## src/rtl/half_adder_pkg.sv

```systemverilog
// Shared constants and helpers for the lane-parallel half adder.
package half_adder_pkg;

  localparam int DEFAULT_WIDTH = 1;
  localparam int DEFAULT_CNT_W = 16;
  localparam int MAX_WIDTH     = 64;
  localparam int POP_W         = $clog2(MAX_WIDTH + 1);

  // Callers zero-extend narrower words to MAX_WIDTH.
  function automatic logic [POP_W-1:0] popcount(input logic [MAX_WIDTH-1:0] w);
    logic [POP_W-1:0] n;
    n = '0;
    for (int i = 0; i < MAX_WIDTH; i++) n += POP_W'(w[i]);
    return n;
  endfunction

endpackage

```

## src/rtl/half_adder_lane.sv

```systemverilog
// Single-bit combinational half-adder cell.
module half_adder_lane (
  input  logic a,
  input  logic b,
  output logic s,
  output logic c
);

  assign s = a ^ b;
  assign c = a & b;

endmodule

```

## src/rtl/half_adder.sv

```systemverilog
// Registered lane-parallel half adder, 1-cycle latency, no backpressure.
// Optional carry-event counter enabled by HALF_ADDER_CARRY_COUNT_EN.
module half_adder
  import half_adder_pkg::*;
#(
  parameter int WIDTH = DEFAULT_WIDTH,
  parameter int CNT_W = DEFAULT_CNT_W
) (
  input  logic             clk,
  input  logic             rst,
  input  logic             in_valid,
  input  logic [WIDTH-1:0] A,
  input  logic [WIDTH-1:0] B,
  output logic [WIDTH-1:0] S,
  output logic [WIDTH-1:0] C,
  output logic             C_any,
  output logic             out_valid
`ifdef HALF_ADDER_CARRY_COUNT_EN
  ,
  output logic [CNT_W-1:0] carry_count
`endif
);

  if (WIDTH < 1 || WIDTH > MAX_WIDTH || CNT_W < 1) begin : g_bad_param
    $error("half_adder: unsupported WIDTH/CNT_W");
  end

  logic [WIDTH-1:0] s_w, c_w;

  for (genvar i = 0; i < WIDTH; i++) begin : g_lane
    half_adder_lane u_lane (
      .a (A[i]),
      .b (B[i]),
      .s (s_w[i]),
      .c (c_w[i])
    );
  end

  // Data registers only load on valid, so unknown operands on idle cycles never leak in.
  always_ff @(posedge clk or posedge rst) begin
    if (rst) begin
      S         <= '0;
      C         <= '0;
      C_any     <= 1'b0;
      out_valid <= 1'b0;
    end else begin
      out_valid <= in_valid;
      if (in_valid) begin
        S     <= s_w;
        C     <= c_w;
        C_any <= |c_w;
      end
    end
  end

`ifdef HALF_ADDER_CARRY_COUNT_EN
  // One spare bit above the wider of counter/popcount so the saturation compare cannot wrap.
  localparam int SUM_W = ((CNT_W > POP_W) ? CNT_W : POP_W) + 1;

  logic [SUM_W-1:0] cnt_sum;

  assign cnt_sum = SUM_W'(carry_count) + SUM_W'(popcount(MAX_WIDTH'(c_w)));

  always_ff @(posedge clk or posedge rst) begin
    if (rst)
      carry_count <= '0;
    else if (in_valid)
      carry_count <= (cnt_sum > SUM_W'({CNT_W{1'b1}})) ? {CNT_W{1'b1}} : cnt_sum[CNT_W-1:0];
  end
`endif

endmodule

```

## config.mk

```make
export PLATFORM = sky130hd
export DESIGN_NAME = half_adder
export DESIGN_NICKNAME = d
export VERILOG_FILES = /design/src/rtl/half_adder_pkg.sv /design/src/rtl/half_adder_lane.sv /design/src/rtl/half_adder.sv
export SDC_FILE = /design/constraint.sdc
export NUM_CORES = 1
export LEC_CHECK = 0
export CORE_AREA = 2 2 39 41
export CTS_BUF_LIST = sky130_fd_sc_hd__clkbuf_8
export CTS_CLUSTER_DIAMETER = 40
export DETAILED_ROUTE_END_ITERATION = 7
export DIE_AREA = 0 0 41 43
export HOLD_SLACK_MARGIN = 0.12
export PLACE_DENSITY_LB_ADDON = 0.2
export SLEW_MARGIN = 20
export SYNTH_ARGS = -nofsm -noshare
export SYNTH_HDL_FRONTEND = slang
export SYNTH_SLANG_ARGS = --single-unit
```

## constraint.sdc

```tcl
create_clock -name clk -period 0.8 [get_ports clk]
set_input_delay 0.08 -clock clk [delete_from_list [all_inputs] [get_ports clk]]
set_output_delay 0.08 -clock clk [all_outputs]
set_load 0.01 [all_outputs]
```

==> impl_metrics.tcl <==
set metrics [dict create \
    status "finished with violations" \
    failed_checks "setup timing" \
    drive_gt1_frac 0.4500 \
    tns_ns -0.02595 \
    cts_tree "done" \
    die_w_um 41 \
    syn_area_um2 121.4 \
    final_area_um2 249.0 \
    htree_levels 1 \
    hold_viol_final 0 \
    die_h_um 43 \
    worstMarginPinSlew_ns 0.1258 \
    wl_met2_um 90 \
    dpl-instance-area_um2 214.0 \
    fin_crit_sh 1.014 \
    maxCapViolations 0 \
    relSlewSlack 0.9161 \
    grt_pass1_vias 100 \
    dp.cells 31 \
    yosys_register_bits 3 \
    cts.sinks 3 \
    crit_path_start "C_any" \
    core_um2 1384 \
    crit_fanout 3 \
    fin_crit_ns 0.8112 \
    dr.max_layer_used "met3" \
    wl_per_cell_um 7.583 \
    antenna_found_initial 0 \
    fin_skew_ns 0 \
    met1_length_um 134 \
    arrival_ns 0.73 \
    hold_depth 1 \
    rsz0062_at_grt "true" \
    grt_max_degree 4 \
    start_kind "flip-flop" \
    synth_top_area_frac 0.6186 \
    syn_avg_cell_area_um2 15.17 \
    synth_cell_types 5 \
    post-dp-hpwl_um 194.1 \
    ys_seq_area_frac 0.6186 \
    setup_ws_ns -0.01122 \
    crit_chain "buf_2" \
    wirelength_um 273 \
    drt_iter0_markers 0 \
    clockBufferDepth 2 \
    nFillCells 149 \
    slew_violations 0 \
    io_buffers 8 \
    post-route-util 0.1799 \
    reg2reg_slack_ns 0.05 \
    drc 0 \
    syn_nets 14 \
    layoutNonFillerInstCount 36 \
    slowest_stage "dfrtp_1" \
    dr.pass1.iters 1 \
    diodes 0 \
    max_freq_mhz 1233 \
    synth_warnings 0 \
    rows 14 \
    synth.top_cells.by_area "dfrtp_1 62%, mux2_2 19%, ha_1 10%" \
    worst-path-stages 1 \
    postCtsSetupBuffers 0 \
    io_pins 9 \
    critPathCaptureType "output port" \
    grt_pass1_wl_um 434 \
    peakVddDrop_uv 403.6 \
    cp.required_ns 0.72 \
    cts-root-buf "clkbuf_8" \
    cp_num_buf_inv 1 \
    vias_per_cell 2.694 \
    fin_nets 27 \
    area_growth_pct 105.2 \
    insertion_delay_ns 0.21 \
    setup-violations-final 3 \
    max_stage_delay_ns 0.37 \
    cellPowerDensity_nw_per_um2 2702 \
    numCtsBuffers 3 \
    die-area_um2 1763 \
    worst-setup-path-type "reg2out" \
    overflow 0 \
    grt_use_total 0.04330 \
    power.leakage_nw 0.1306 \
    r2r_end "S" \
    reg2reg_depth 1 \
    critical-path-top-delay-family "flip-flops" \
    vias 97 \
    initial_core_util 0.08770 \
    synth_cells 8 \
    rr_startpoint "S" \
    routed-wl-met3_um 48 \
    drtAntennaViolNets 0 \
    hp-start "in_valid" \
    clk_pin_slew_worst_paths_ns 0.03 \
    cp-endpoint "C" \
    finalWeightedCongestion 0.5870 \
    hp-class "in2reg" \
    yosys.area.top_type "dfrtp_1" \
]
## state kept, by name, summed over array words and instances, names as in the netlist
| name | flops |
|---|---|
| C_any | 1 |
| S | 1 |
| out_valid | 1 |
## cell usage after synthesis (all sizes together)
cell / instances
ha: 1
dfrtp: 3
mux2: 2
inv: 1
buf: 1
## placed cells by master, fill, tap and decap left out
cell type and count:
inv_1 2, ha_1 1, mux2_4 1, dlygate4sd2_1 3, buf_2 4, mux2_2 1, clkbuf_8 3, clkdlybuf4s50_1 1
dfrtp_1 3, dlygate4sd3_1 1
## stage by stage
step           hold slack, ns  power, mW  setup WS [ns]
6_report               0.1732     0.6727       -0.01122
3_3_place_gp           0.2660     0.2666        -0.3578
2_1_floorplan         -0.1664     0.2094        0.01782
3_5_place_dp           0.2699     0.2665        -0.3650
5_1_grt                0.2079     0.7178       -0.05303
4_1_cts                0.1719     0.6958       -0.02901
## final cells by class
class,count,area [µm²],share of cell area
flip-flops and latches,3,75.07,0.3015
multi-input cells,3,38.79,0.1558
repair buffers,9,66.31,0.2663
inverters,1,3.754,0.01508
clock buffers,3,41.29,0.1658
well taps,16,20.02,0.08040
clock inverters,1,3.754,0.01508
## cell families (layout without fill, tap and decap cells)
family | Yosys count | after routing | share of synthesized area
mux | 2 | 2 | 0.1856
flops | 3 | 3 | 0.6185
buf+inv | 2 | 14 | 0.09278
fa+ha+maj | 1 | 1 | 0.1031
## power breakdown
group	internal (mW)	total, mW	leakage (nW)	switching (mW)
clock	0.327	0.425	0.0269	0.0982
combinational	0.0443	0.0729	0.0675	0.0286
sequential	0.167	0.175	0.0362	0.00750
## what timing repair did
item	in CTS	in global routing
pin swaps	1	0
hold buffers	1	0
hold endpoints to repair	3	0
setup endpoints to repair	6	3
resized for setup	20	0
## worst min-delay path by stage
stage / end / slack, ns
after floorplan: C_any / -0.17
after global placement: out_valid / 0.27
final: out_valid / 0.17
after CTS: out_valid / 0.17
after detailed placement: out_valid / 0.27
after global routing: out_valid / 0.21
## layer usage
layer	global-route usage	vias to the layer above
met5	0	-
met4	0.04000	0
met1	0.05844	40
met2	0.03125	8
met3	0.04712	0
li1	-	49
Power figures use the tool's default switching activity.
